[src/rtl/riscv_mem_arbiter.sv]
// riscv_mem_arbiter: shares one memory port between instruction fetch and data access.
// Data wins by default; a starvation counter forces a fetch through after STARVE_MAX data wins.
module riscv_mem_arbiter #(
    parameter int WORD_SIZE  = 32,
    parameter int STARVE_MAX = 4
) (
    input  logic                   clk_i,
    input  logic                   rst_i,
    input  logic                   if_req_i,
    input  logic [WORD_SIZE-1:0]   if_addr_i,
    input  logic                   if_flush_i,
    output logic                   if_gnt_o,
    output logic                   if_rvalid_o,
    output logic [WORD_SIZE-1:0]   if_rdata_o,
    input  logic                   dm_req_i,
    input  logic                   dm_we_i,
    input  logic [WORD_SIZE/8-1:0] dm_be_i,
    input  logic [WORD_SIZE-1:0]   dm_addr_i,
    input  logic [WORD_SIZE-1:0]   dm_wdata_i,
    output logic                   dm_gnt_o,
    output logic                   dm_rvalid_o,
    output logic [WORD_SIZE-1:0]   dm_rdata_o,
    output logic                   mem_req_o,
    output logic                   mem_we_o,
    output logic [WORD_SIZE/8-1:0] mem_be_o,
    output logic [WORD_SIZE-1:0]   mem_addr_o,
    output logic [WORD_SIZE-1:0]   mem_wdata_o,
    input  logic                   mem_gnt_i,
    input  logic                   mem_rvalid_i,
    input  logic [WORD_SIZE-1:0]   mem_rdata_i
);
    localparam int SW = $clog2(STARVE_MAX + 1);
    localparam logic [SW-1:0] STARVE_TOP = SW'(STARVE_MAX);

    typedef enum logic [1:0] {IDLE, REQ, WAIT} state_e;
    typedef enum logic {OWN_IF, OWN_DM} owner_e;

    state_e        state_q, state_d;
    owner_e        owner_q, owner_d;
    logic [SW-1:0] starve_cnt_q, starve_cnt_d;
    logic          drop_q, drop_d;

    owner_e sel;
    logic   req_live;
    logic   gnt_live;
    logic   rsp_fire;
    logic   if_owns;

    always_ff @(posedge clk_i or posedge rst_i) begin
        if (rst_i) begin
            state_q      <= IDLE;
            owner_q      <= OWN_IF;
            starve_cnt_q <= '0;
            drop_q       <= 1'b0;
        end else begin
            state_q      <= state_d;
            owner_q      <= owner_d;
            starve_cnt_q <= starve_cnt_d;
            drop_q       <= drop_d;
        end
    end

    // In IDLE the winner is picked live; once locked in REQ/WAIT the owner register decides.
    always_comb begin
        sel      = owner_q;
        req_live = 1'b0;
        if (state_q == IDLE) begin
            req_live = if_req_i | dm_req_i;
            sel      = (dm_req_i && !(if_req_i && starve_cnt_q == STARVE_TOP)) ? OWN_DM : OWN_IF;
        end else if (state_q == REQ) begin
            req_live = 1'b1;
        end
    end

    assign gnt_live = req_live && mem_gnt_i;
    assign rsp_fire = (state_q == WAIT) && mem_rvalid_i;
    assign if_owns  = (state_q == IDLE) ? (req_live && sel == OWN_IF) : (owner_q == OWN_IF);

    // Outputs are forced quiet while reset is held, even if requesters keep asserting.
    always_comb begin
        mem_req_o   = req_live && !rst_i;
        mem_we_o    = 1'b0;
        mem_be_o    = '0;
        mem_addr_o  = '0;
        mem_wdata_o = '0;
        if (mem_req_o) begin
            if (sel == OWN_DM) begin
                mem_we_o    = dm_we_i;
                mem_be_o    = dm_be_i;
                mem_addr_o  = dm_addr_i;
                mem_wdata_o = dm_wdata_i;
            end else begin
                mem_be_o    = '1;
                mem_addr_o  = if_addr_i;
            end
        end
    end

    assign if_gnt_o    = mem_req_o && mem_gnt_i && (sel == OWN_IF);
    assign dm_gnt_o    = mem_req_o && mem_gnt_i && (sel == OWN_DM);
    assign if_rvalid_o = rsp_fire && (owner_q == OWN_IF) && !drop_q && !if_flush_i;
    assign dm_rvalid_o = rsp_fire && (owner_q == OWN_DM);
    assign if_rdata_o  = mem_rdata_i;
    assign dm_rdata_o  = mem_rdata_i;

    always_comb begin
        state_d      = state_q;
        owner_d      = owner_q;
        starve_cnt_d = starve_cnt_q;
        drop_d       = drop_q;

        unique case (state_q)
            IDLE: begin
                if (req_live) begin
                    owner_d = sel;
                    state_d = mem_gnt_i ? WAIT : REQ;
                end
            end
            REQ: begin
                if (mem_gnt_i) state_d = WAIT;
            end
            WAIT: begin
                if (mem_rvalid_i) state_d = IDLE;
            end
            default: state_d = IDLE;
        endcase

        if (gnt_live && sel == OWN_DM && if_req_i) begin
            if (starve_cnt_q != STARVE_TOP) starve_cnt_d = starve_cnt_q + SW'(1);
        end else if ((gnt_live && sel == OWN_IF) || (state_q == IDLE && !if_req_i)) begin
            starve_cnt_d = '0;
        end

        // Retiring the flushed response takes priority over a flush arriving in that cycle.
        if (rsp_fire && owner_q == OWN_IF) begin
            drop_d = 1'b0;
        end else if (if_flush_i && if_owns) begin
            drop_d = 1'b1;
        end
    end
endmodule

[config.mk]
export PLATFORM = sky130hd
export DESIGN_NAME = riscv_mem_arbiter
export DESIGN_NICKNAME = d
export VERILOG_FILES = /design/src/rtl/riscv_mem_arbiter.sv
export SDC_FILE = /design/constraint.sdc
export NUM_CORES = 1
export LEC_CHECK = 0
export BUFFER_PORTS_ARGS = -buffer_cell sky130_fd_sc_hd__clkbuf_2
export CAP_MARGIN = 40
export CORE_AREA = 4 4 104 106
export DETAILED_ROUTE_END_ITERATION = 8
export DIE_AREA = 0 0 108 110
export HOLD_SLACK_MARGIN = 0.08
export SKIP_CTS_REPAIR_TIMING = 1
export SLEW_MARGIN = 0
export SYNTH_ARGS = -nofsm -noshare
export SYNTH_HDL_FRONTEND = slang
export SYNTH_SLANG_ARGS = --single-unit
[constraint.sdc]
create_clock -name clk_i -period 5.2 [get_ports clk_i]
set_clock_uncertainty 0.1 [all_clocks]
set_input_delay 0.26 -clock clk_i [delete_from_list [all_inputs] [get_ports clk_i]]
set_output_delay 0.26 -clock clk_i [all_outputs]
set_load 0.02 [all_outputs]
Yosys cells after proc, flatten, opt, wreduce, memory -nomap -nowiden. Cells that the tools add are included. Widths: inputs -> output; s select.

Register bits: 7. Logic and storage cells: 69.

Add/sub/neg operators: 1. Eq/ne operators: 8. Muxes and demuxes: 23. Bitwise operators: 3. Reductions and logical operators: 30.

Operators with widths (count): $mux 32 (4); $logic_and 1x1->1 (18); $mux 1 (9); $mux 3 (3); $mux 2 (4); $mux 4 (2); $ne 2x2->1 const B (3); $pmux 2 s3 (1); $logic_not 1->1 (5); $reduce_and 2->1 (2); $reduce_bool 2->1 (2); $add 3x1->3 const B (1); $eq 3x3->1 const B (1); $ne 3x3->1 const B (1); $reduce_and 3->1 (1); $eq 2x1->1 const B (1); $eq 2x2->1 const B (1); $logic_not 2->1 (1); $ne 2x1->1 const B (1); $not 1->1 (2); $logic_or 1x1->1 (1); $or 1x1->1 (1).

Depth between registers and ports, before layout. Gate-level depths: netlist (run 1).

Depth in word-level cells: 12. Gate-level depth with buffers: 8. Depth with buffers taken out: 6.

Least setup slack after synthesis (run 1). Ideal clock, no wire load.

Path kind: flip-flop to output port. Start point: register state_q[0]. End point: output port mem_addr_o[28]. Data arrival time: 1.613 ns. Setup slack: 3.227 ns. Cell stages (with the launch flop): 6. Cells stage by stage: dfrtp_1 or3b_4 o21ai_2 buf_2 nand2_1 a21oi_1.

Word-level cells in the longest chain between the ends: 5.

RTL lines: start: declaration (line 38) `state_e state_q, state_d;`; start signal: assignment (line 56) `state_q <= state_d;`; $eq 2x1->1 (line 70) `end else if (state_q == REQ) begin`; $mux 1 (line 70); $mux 1 (line 67) `if (state_q == IDLE) begin`; $logic_and 1x1->1 (line 81) `mem_req_o = req_live && !rst_i;`; $mux 32 (*) (line 86) `if (mem_req_o) begin`; end: declaration (line 26) `output logic [WORD_SIZE-1:0] mem_addr_o,`.

Every way passes the cells marked *; elsewhere a longest branch is shown, timed or not.

Worst setup path in the final report (run 1).
Start point: register state_q[1]. End point: output port mem_addr_o[7].

The elaborated chain is that of the path after synthesis.

==> results by group, run 1 <==
Global route
  • Pin count of the biggest net entering global routing: 42
  • Remaining global-route overflow: 0
  • Initial antenna violation count: 0
  • Vias in the first global route: 1946
  • Total GRT Usage: 9.692%
  • First-pass GRT wire length: 9432 µm

Timing
  • Fin. Hold Viols: 0
  • Final Cycle Share: 61.51%
  • Relative slew slack: 42.98%
  • Number of max-slew violations in the final report: 0
  • Tmin final: 3.198 ns
  • Final setup violation count: 0
  • Maximum clock frequency: 0.3127 GHz
  • Worst-case setup margin in the final layout: 2.002 ns
  • Final TNS setup: 0 ns
  • Slew at the pin closest to its max-slew limit: 0.8521 ns
  • Setup repair after global routing missed its margin: no

Synthesis
  • Most instantiated library cell after synthesis: buf_4
  • Sequential share of the synthesized area: 8.957%
  • Commonest register cell after synthesis: dfrtp_1
  • Library cells used by synthesis: 37
  • Mapped Nets: 419
  • Number of enable flip-flop cells after synthesis: 0
  • Top cell types by occurrence after synthesis: 70 x buf_4, 38 x and3_1, 37 x nand2_1
  • Flop and latch count out of synthesis: 7
  • Area fraction of the dominant cell type after synthesis: 26.87%
  • Share of flip-flops with an asynchronous set or reset: 100.0%
  • Cell count after synthesis: 277
  • Cell types occupying the most area after synthesis: buf_4 27%, a21oi_2 13%, and3_1 12%, nand2_2 9.6%, dfrtp_1 9.0%
  • Leading area contributor after synthesis: buf_4
  • Number of warnings reported in the yosys synthesis log: 0
  • Cell area after technology mapping: 0.001956 mm²
  • Mapped Avg Cell Area: 7.060 µm²

Power
  • Portion of total power attributed to sequential cells: 13.5%
  • Portion of total power attributed to combinational logic: 73.7%
  • P_leak: 0.001447 µW
  • Net Sw Frac: 54.45%
  • Total power: 599.6 µW
  • Net switching power: 326.5 µW
  • Max IR drop VDD: 0.1551 mV
  • Portion of total power attributed to the clock network: 12.8%
  • Internal power of the cells: 273.1 µW
  • Power per Cell Area: 241.2 mW/mm²

Worst setup path
  • Arrival time of the worst setup path: 2.84 ns
  • Worst Reg-to-Reg Cells: 4
  • Required time of the worst setup path: 4.84 ns
  • Reg-to-Reg End: starve_cnt_q[0]$_DFFE_PP0P_
  • Worst setup path category: reg -> out
  • Flop-to-flop setup slack: 3.51 ns
  • Kind of end point of the critical path: output port
  • Critical R2R Launch: state_q[1]$_DFFE_PP0P_
  • Maximum net fanout on the critical path: 41
  • Worst setup SP type: flip-flop

Layout
  • Sequential cell area: 175.2 µm²
  • Multi-input logic area: 0.001126 mm²
  • Area growth from synthesis to final layout: 27.13%
  • Total inserted antenna cells: 0
  • Share of layout cells above drive strength 1: 66.06%
  • Net count, final: 526
  • Filler cells: 1092
  • Post-layout utilization of the core: 25.44%

Die
  • Area of the core: 0.009774 mm²
  • Die outline height: 110 µm
  • Initial cell density of the core: 20.01%
  • Die outline area: 0.01188 mm²
  • I/O pin cnt: 278
  • Total number of placement rows: 36
  • Width of the die: 108 µm

Job
  • Max-cap violations: 0

Route
  • Vias after detailed routing: 2103
  • Detailed Route WL: 6570 µm
  • First-pass iteration count of the detailed router: 4
  • Number of vias per cell after detailed routing: 4.076
  • Starting DRT DRC Count: 79
  • Routed WL per cell: 12.73 µm
  • Remaining antenna violation count: 0
  • Residual DRC count: 0

Placed design
  • Estimated wirelength of the detail-placed design: 5622 µm
  • Number of input and output port buffers inserted: 181
  • Worst slack at placement: 2.253 ns
  • Final weighted congestion of routability-driven global placement: 0.7585

Clock network
  • Clock sink total: 7
  • Clock network latency to the later pin of the worst-skew pair: 0.23 ns
  • Clock buffer depth: 2
  • Clock transition time at the flip-flop clock pins of the worst setup and hold paths: 0.04 ns
  • Total number of H-tree levels: 1
  • Cts bufs inserted: 3
  • Clock root buffer: clkbuf_8
  • TritonCTS clock tree: built

Status
  • Result of the run: finished, final reports clean

Worst hold path
  • Class of the worst hold path: in -> reg
  • Worst Hold Endpoint: state_q[0]$_DFFE_PP0P_
  • Cell count of the worst hold path: 2
  • Min-Delay Startpoint: mem_gnt_i
routing by layer:
layer | global-route usage [%] | routed length, µm | vias to the layer above
li1 | - | - | 1060
met1 | 11.62 | 2565 | 911
met2 | 17.67 | 3355 | 119
met3 | 2.330 | 588 | 13
met4 | 1.894 | 61 | 0
met5 | 0 | 0 | -
flip-flops by register name (all words and copies together) (netlist names):
signal / flops
drop_q: 1
owner_q: 1
starve_cnt_q: 3
state_q: 2
kinds of logic after synthesis:
kind of cell,share of synthesized area (%)
buffers and inverters,33.91
AOI/OAI and AO/OA,19.39
and+or+nand+nor,36.02
xor gates and xnor gates,0.4479
adders and majority gates,1.279
DFF,8.957
layout by cell type, fill, tap and decap left out, types with 2 or more instances in the layout:
cell and instances:
a21oi_1 5, a21oi_2 30, and3_1 38, buf_4 2, clkbuf_2 181, clkbuf_8 3, dfrtp_1 7, ha_1 2
inv_1 5, nand2_1 37, nand2_2 30, nand3_1 2, nor2_1 11, nor3_1 3, o21a_1 2, o21ai_0 3
power by group through the flow:
stage                     sequential [µW]  combinational (µW)  clock, µW
after CTS                            80.7                 448       79.3
after global placement               79.6                 434          0
after global routing                 84.0                 490       83.6
after detailed placement             81.4                 447          0
after floorplan                      75.4                 425          0
final                                81.0                 442       76.7
worst max-delay path by stage:
stage | from | slack, ns | end
after global routing | starve_cnt_q[0]$_DFFE_PP0P_ | 1.79 | mem_addr_o[14]
after global placement | starve_cnt_q[0]$_DFFE_PP0P_ | 2.32 | mem_addr_o[5]
after floorplan | state_q[0]$_DFFE_PP0P_ | 3.23 | mem_addr_o[28]
after CTS | starve_cnt_q[0]$_DFFE_PP0P_ | 2.00 | mem_addr_o[7]
final | state_q[1]$_DFFE_PP0P_ | 2.00 | mem_addr_o[7]
after detailed placement | starve_cnt_q[0]$_DFFE_PP0P_ | 2.25 | mem_addr_o[7]
cell type report:
class / instances / share of cell area (%)
inverters: 6 / 0.9059
well taps: 133 / 6.694
repair buffers: 185 / 38.25
multi-input cells: 181 / 45.29
clock buffers: 4 / 1.812
flip-flops and latches: 7 / 7.046
worst max-delay path: stages, from the launching register on:
cell,delay [ns]
dfrtp_1,0.47
or3b_4,0.44
o21ai_4,0.70
buf_4,0.50
nand2_2,0.12
a21oi_2,0.15
clkbuf_2,0.18
per-stage QoR:
stage / cells / hold WS [ns] / area (µm²)
floorplan: 277 / -0.03660 / 1956
global placement: 510 / 0.1216 / 2411
detailed placement: 511 / 0.1203 / 2431
CTS: 515 / -0.1243 / 2476
global route: 516 / 0.2039 / 2486
finish: 516 / 0.1894 / 2486
(Power assumes the default switching activity.)
==> run 2, diff against run 1 <==
Settings changed: CORE_AREA 4 4 104 106 to 4 4 106 108, DIE_AREA 0 0 108 110 to 0 0 110 112.
Clock period 5.2 ns to 2.95 ns, I/O delays scaled along.
==> run 2 against run 1 <==
Clock power is 77% higher. Worst hold slack got worse by 0.098 ns. Final cell count is 0.97% higher. Critical path depth unchanged. Setup slack got worse by 1.5 ns. First-iteration DRC count decreased by 13%. Combinational power up 80%. Wire length is 6.9% higher. Sequential power increased by 77%. Die area grew 3.7%. Sequential share of layout area about the same. Largest cell class unchanged.
==> results by group, run 2 (synthesized netlist as in run 1, its figures left out) <==
Placed design
  • Estimated wirelength of the detail-placed design: 5830 µm (+3.7%)
  • Placed insts: 516 (+0.98%)
  • Final weighted congestion of routability-driven global placement: 0.8441 (+11%)
  • Number of input and output port buffers inserted: 181 (unchanged)

Status
  • Result of the run: finished, final reports clean

Die
  • Die outline area: 0.01232 mm² (+3.7%)
  • Width of the die: 110 µm (+1.9%)
  • Initial cell density of the core: 19.11% (-0.89 points)
  • Area of the core: 0.01023 mm² (+4.7%)
  • Total number of placement rows: 37 (+2.8%)
  • I/O pin cnt: 278 (unchanged)
  • Die outline height: 112 µm (+1.8%)

Clock network
  • Clock root buffer: clkbuf_8
  • Cts bufs inserted: 3 (unchanged)
  • Clock buffer depth: 2 (unchanged)
  • Clock sink total: 7 (unchanged)
  • Clock transition time at the flip-flop clock pins of the worst setup and hold paths: 0.04 ns (about the same)
  • TritonCTS clock tree: built
  • Total number of H-tree levels: 1 (unchanged)
  • Clock network latency to the later pin of the worst-skew pair: 0.23 ns (about the same)

Timing
  • Final TNS setup: 0 ns (unchanged)
  • Final setup violation count: 0 (unchanged)
  • Min Hold Slack: 0.09134 ns (-0.09804 ns)
  • Tmin final: 2.414 ns
  • Final Cycle Share: 81.83%
  • Fin. Hold Viols: 0 (unchanged)
  • Maximum clock frequency: 0.4142 GHz
  • Slew at the pin closest to its max-slew limit: 0.6076 ns (-0.2445 ns)
  • Number of max-slew violations in the final report: 0 (unchanged)
  • Setup repair after global routing missed its margin: no
  • Relative slew slack: 59.07% (+16 points)

Route
  • Residual DRC count: 0 (unchanged)
  • Detailed Route WL: 7021 µm (+6.9%)
  • Vias after detailed routing: 2215 (+5.3%)
  • First-pass iteration count of the detailed router: 5 (+1)
  • Starting DRT DRC Count: 69 (-13%)
  • Number of vias per cell after detailed routing: 4.251 (+4.3%)
  • Remaining antenna violation count: 0 (unchanged)
  • Routed WL per cell: 13.48 µm (+5.8%)

Layout
  • Most frequent standard cell in the layout excluding fill and tap cells: clkbuf_2
  • Highest-count cells in the layout ignoring fill and taps: 181 x clkbuf_2, 38 x and3_1, 37 x nand2_1, 30 x nand2_2, 30 x a21oi_2
  • Count of placed standard cells in the final layout, fillers left out: 521 (+0.97%)
  • Share of layout cells above drive strength 1: 66.23% (+0.18 points)
  • Post-layout utilization of the core: 24.36% (-1.1 points)
  • Registers with the most flip-flops: starve_cnt_q (3), state_q (2)
  • Area growth from synthesis to final layout: 27.45%
  • Largest reg by FF count: starve_cnt_q
  • Max reg flops: 3 (unchanged)
  • Net count, final: 528 (+0.38%)
  • Total inserted antenna cells: 0 (unchanged)

Worst hold path
  • Class of the worst hold path: in -> reg
  • Cell count of the worst hold path: 2 (unchanged)

Global route
  • Remaining global-route overflow: 0 (unchanged)
  • Vias in the first global route: 2154 (+11%)
  • Total GRT Usage: 10.00% (+0.31 points)
  • First-pass GRT wire length: 10090 µm (+7.0%)
  • Pin count of the biggest net entering global routing: 46 (+9.5%)
  • Initial antenna violation count: 0 (unchanged)

Worst setup path
  • Required time of the worst setup path: 2.70 ns (-2.14 ns)
  • Maximum net fanout on the critical path: 45 (+9.8%)
  • Arrival time of the worst setup path: 2.17 ns (-0.67 ns)
  • Worst setup path category: reg -> out
  • Worst setup SP type: flip-flop
  • Worst-path cell with the longest stage delay: dfrtp_1
  • Cells traversed along the worst timing path: or3b_4 -> o21ai_4 -> buf_4 -> nand2_1 -> a21oi_1 -> clkbuf_2
  • Worst Path Buf+Inv: 2 (unchanged)
  • Delay contributed by the slowest stage of the critical path: 0.47 ns (-0.23 ns)
  • Worst Reg-to-Reg Cells: 6 (+2)
  • Worst path top cell family by delay: buffers and inverters
  • CP Depth: 6 (unchanged)
  • Kind of end point of the critical path: output port
  • Flop-to-flop setup slack: 1.22 ns (-2.29 ns)

Power
  • Max IR drop VDD: 0.2481 mV (+60%)
  • P_leak: 0.001451 µW (+0.28%)
  • Power per Cell Area: 431.3 mW/mm² (+79%)
  • Total power: 1075 µW (+79%)

Job
  • Max-cap violations: 0 (unchanged)
-- run 2: metal layers --
layer	vias to the layer above	routed length (µm)	part of all wire, %	GRT usage [%]
li1	1066	-	-	-
met4	0	188	2.7	3.658
met1	1000	2723	39	11.46
met2	122	3440	49	18.04
met5	-	0	0	0
met3	27	668	9.5	1.855
-- run 2: metrics by stage --
| stage | setup slack (ns) | instance area [µm²] |
|---|---|---|
| detailed placement | 0.8038 | 2437 |
| CTS | 0.5474 | 2482 |
| finish | 0.5359 | 2492 |
| global placement | 0.8750 | 2437 |
| global route | 0.3665 | 2492 |
| floorplan | 1.090 | 1956 |
-- run 2: area by class of cell --
cell class / instances / area, µm²
inverters: 6 / 22.52
multi-input cells: 181 / 1126
well taps: 136 / 170.2
fillers: 1132 / 7739
clock buffers: 4 / 45.04
repair buffers: 187 / 953.4
flip-flops and latches: 7 / 175.2
-- run 2: worst paths after layout --
kind	end	from
worst max-delay path	mem_addr_o[28]	state_q[1]$_DFFE_PP0P_
worst min-delay path	state_q[0]$_DFFE_PP0P_	mem_gnt_i
worst max register to register	starve_cnt_q[0]$_DFFE_PP0P_	starve_cnt_q[0]$_DFFE_PP0P_
worst min register to register	drop_q$_DFFE_PP0P_	drop_q$_DFFE_PP0P_
max in group asynchronous	state_q[1]$_DFFE_PP0P_	rst_i
min in group asynchronous	owner_q$_DFFE_PP0P_	rst_i
-- run 2: where the power goes --
group          switching (µW)  leakage [µW]  total [µW]  internal [µW]
combinational             518       0.00134         796            277
sequential               26.3     0.0000878         143            117
clock                    42.6     0.0000228         136           93.6
==> run 3, diff against run 2 <==
Settings changed: CORE_AREA 4 4 106 108 to 4 4 105 107, DIE_AREA 0 0 110 112 to 0 0 109 111.
Clock period 2.95 ns to 2.01 ns, I/O delays scaled along.
==> run 3 against run 2 <==
The flow now finishes with violations (negative setup slack). Largest cell class is now buffers. Sequential share of layout area is 1.4 points lower. Die area is 1.8% lower. Worst hold slack worse by 0.035 ns. Clock-buffer cell count stayed put. Flip-flop and latch count stayed put. First-iteration DRC count is 58% higher. Global-route usage is 1.5 points higher. Core utilization is 6.3 points higher. Critical path depth is 1 higher. Wire length is 19% higher. Largest power group unchanged.
==> results by group, run 3 (synthesized netlist as in run 1, its figures left out) <==
Worst setup path
  • Reg-to-Reg End: starve_cnt_q[2]$_DFFE_PP0P_
  • Worst setup path category: reg -> out
  • Kind of end point of the critical path: output port
  • Worst path top cell family by delay: simple AND/OR/NAND/NOR gates
  • Delay contributed by the slowest stage of the critical path: 0.41 ns (-0.06 ns)
  • Worst Path Buf+Inv: 3 (+1)
  • Origin of the worst setup path: state_q[0]$_DFFE_PP0P_
  • Required time of the worst setup path: 1.81 ns (-0.89 ns)
  • Flop-to-flop setup slack: 0.30 ns (-0.92 ns)
  • Worst-path cell with the longest stage delay: or3b_4
  • Maximum net fanout on the critical path: 5 (-89%)
  • Cells traversed along the worst timing path: or3b_4 -> o21ai_4 -> buf_12 -> clkbuf_16 -> nand2_4 -> a21oi_2 -> buf_6
  • Critical R2R Launch: starve_cnt_q[1]$_DFFE_PP0P_
  • Worst setup SP type: flip-flop
  • Worst Reg-to-Reg Cells: 7 (+1)
  • Arrival time of the worst setup path: 1.95 ns (-0.22 ns)

Power
  • Net switching power: 997.1 µW (+70%)
  • Internal power of the cells: 1076 µW (+120%)
  • Max IR drop VDD: 0.3412 mV (+37%)
  • Total power: 2074 µW (+93%)
  • Power per Cell Area: 666.6 mW/mm² (+55%)
  • P_leak: 0.001684 µW (+16%)
  • Portion of total power attributed to sequential cells: 9.6% (-3.7 points)
  • Portion of total power attributed to combinational logic: 80.7% (+6.7 points)
  • Net Sw Frac: 48.09% (-6.5 points)
  • Portion of total power attributed to the clock network: 9.7% (-3.0 points)

Global route
  • First-pass GRT wire length: 11190 µm (+11%)
  • Vias in the first global route: 2260 (+4.9%)
  • Pin count of the biggest net entering global routing: 47 (+2.2%)
  • Initial antenna violation count: 0 (unchanged)
  • Total GRT Usage: 11.47% (+1.5 points)
  • Remaining global-route overflow: 0 (unchanged)

Die
  • Area of the core: 0.01014 mm² (-0.91%)
  • I/O pin cnt: 278 (unchanged)
  • Total number of placement rows: 37 (unchanged)
  • Die outline height: 111 µm (-0.89%)
  • Initial cell density of the core: 19.29% (+0.17 points)
  • Width of the die: 109 µm (-0.91%)
  • Die outline area: 0.01210 mm² (-1.8%)

Clock network
  • Total number of H-tree levels: 1 (unchanged)
  • Clock root buffer: clkbuf_8
  • Cts bufs inserted: 3 (unchanged)
  • TritonCTS clock tree: built
  • Clock buffer depth: 2 (unchanged)
  • Clock sink total: 7 (unchanged)
  • Clock transition time at the flip-flop clock pins of the worst setup and hold paths: 0.04 ns (about the same)
  • Clock network latency to the later pin of the worst-skew pair: 0.23 ns (about the same)

Timing
  • Setup repair after global routing missed its margin: yes
  • Final TNS setup: -6.346 ns (-6.346 ns)
  • Number of max-slew violations in the final report: 0 (unchanged)
  • Final setup violation count: 71 (+71)
  • Fin. Hold Viols: 0 (unchanged)
  • Worst-case setup margin in the final layout: -0.1432 ns (-0.6791 ns)
  • Relative slew slack: 72.74% (+14 points)
  • Tmin final: 2.153 ns
  • Slew at the pin closest to its max-slew limit: 0.4064 ns (-0.2012 ns)
  • Maximum clock frequency: 0.4644 GHz
  • Final Cycle Share: 107.1%

Layout
  • Highest-count cells in the layout ignoring fill and taps: 120 x clkbuf_2, 45 x buf_4, 33 x nand2_1, 32 x and3_1, 31 x a21oi_2
  • Count of placed standard cells in the final layout, fillers left out: 538 (+3.3%)
  • Filler cells: 1098 (-3.0%)
  • Share of layout cells above drive strength 1: 71.64% (+5.4 points)
  • Area growth from synthesis to final layout: 59.05%
  • Largest reg by FF count: starve_cnt_q
  • Post-layout utilization of the core: 30.68% (+6.3 points)
  • Most frequent standard cell in the layout excluding fill and tap cells: clkbuf_2
  • Registers with the most flip-flops: starve_cnt_q (3), state_q (2)
  • Net count, final: 545 (+3.2%)
  • Max reg flops: 3 (unchanged)
  • Total inserted antenna cells: 0 (unchanged)
  • Area of all placed cells without fillers: 0.003110 mm² (+25%)

Placed design
  • Cell Area, Placed: 0.002515 mm² (+3.2%)
  • Placed insts: 523 (+1.4%)
  • Number of input and output port buffers inserted: 181 (unchanged)
  • Final weighted congestion of routability-driven global placement: 0.7568 (-10%)
  • Estimated wirelength of the detail-placed design: 6527 µm (+12%)

Route
  • Number of vias per cell after detailed routing: 4.210 (-0.97%)
  • Vias after detailed routing: 2265 (+2.3%)
  • Detailed Route WL: 8384 µm (+19%)
  • First-pass iteration count of the detailed router: 4 (-1)
  • Residual DRC count: 0 (unchanged)
  • Routed WL per cell: 15.58 µm (+16%)
  • Starting DRT DRC Count: 109 (+58%)
  • Remaining antenna violation count: 0 (unchanged)

Worst hold path
  • Min-Delay Startpoint: mem_rvalid_i
  • Worst Hold Endpoint: state_q[1]$_DFFE_PP0P_
  • Cell count of the worst hold path: 3 (+1)
  • Class of the worst hold path: in -> reg

Job
  • Max-cap violations: 0 (unchanged)

Status
  • Result of the run: finished with violations
  • Violations in the final reports: negative setup slack
[run 3: changes by cell type in the layout (fill, tap and decap cells not counted), sizes merged]
cell,before,now
clkbuf,185,126
dlygate4sd3,1,2
buf,5,80
[run 3: metrics by stage]
stage / hold slack (ns) / worst slack (ns)
after floorplan: -0.1961 / 0.1967
after global placement: -0.04677 / 0.04258
after detailed placement: -0.04505 / 0.03104
after CTS: -0.2938 / -0.2244
after global routing: 0.08281 / -0.1982
final: 0.05588 / -0.1432
[run 3: area by class of cell]
type / count / area (µm²) / share of cell area (%)
Inverter: 6 / 25.02 / 0.8045
Multi-Input combinational cell: 181 / 1245 / 40.02
Tap cell: 136 / 170.2 / 5.471
Sequential cell: 7 / 175.2 / 5.632
Timing Repair Buffer: 204 / 1450 / 46.62
Clock buffer: 4 / 45.04 / 1.448
[run 3: worst reg2reg max path: stages (launching register included)]
cell	delay [ns]
dfrtp_1	0.36
inv_1	0.05
ha_2	0.17
buf_4	0.14
a21bo_2	0.21
a211oi_1	0.37
nand2_1	0.10
o21bai_1	0.13
[run 3: power groups by stage]
stage	sequential, µW	combinational, µW	clock, µW
3_5_place_dp	202	1270	0
6_report	199	1670	202
2_1_floorplan	195	1100	0
5_1_grt	204	1810	214
4_1_cts	201	1270	208
3_3_place_gp	200	1240	0
[run 3: how the worst max path moves through the flow]
stage                                end  cells past startpoint
after global placement    mem_addr_o[18]                      8
after detailed placement  mem_addr_o[18]                      8
after global routing      mem_wdata_o[9]                      8
final                     mem_addr_o[19]                      7
after CTS                 mem_addr_o[18]                      8
after floorplan           mem_addr_o[28]                      5
[run 3: routing by layer]
metal | share of wire, % | GRT usage [%]
met1 | 36 | 12.59
met2 | 52 | 21.13
met3 | 11 | 3.669
met4 | 0.83 | 2.357
met5 | 0 | 0
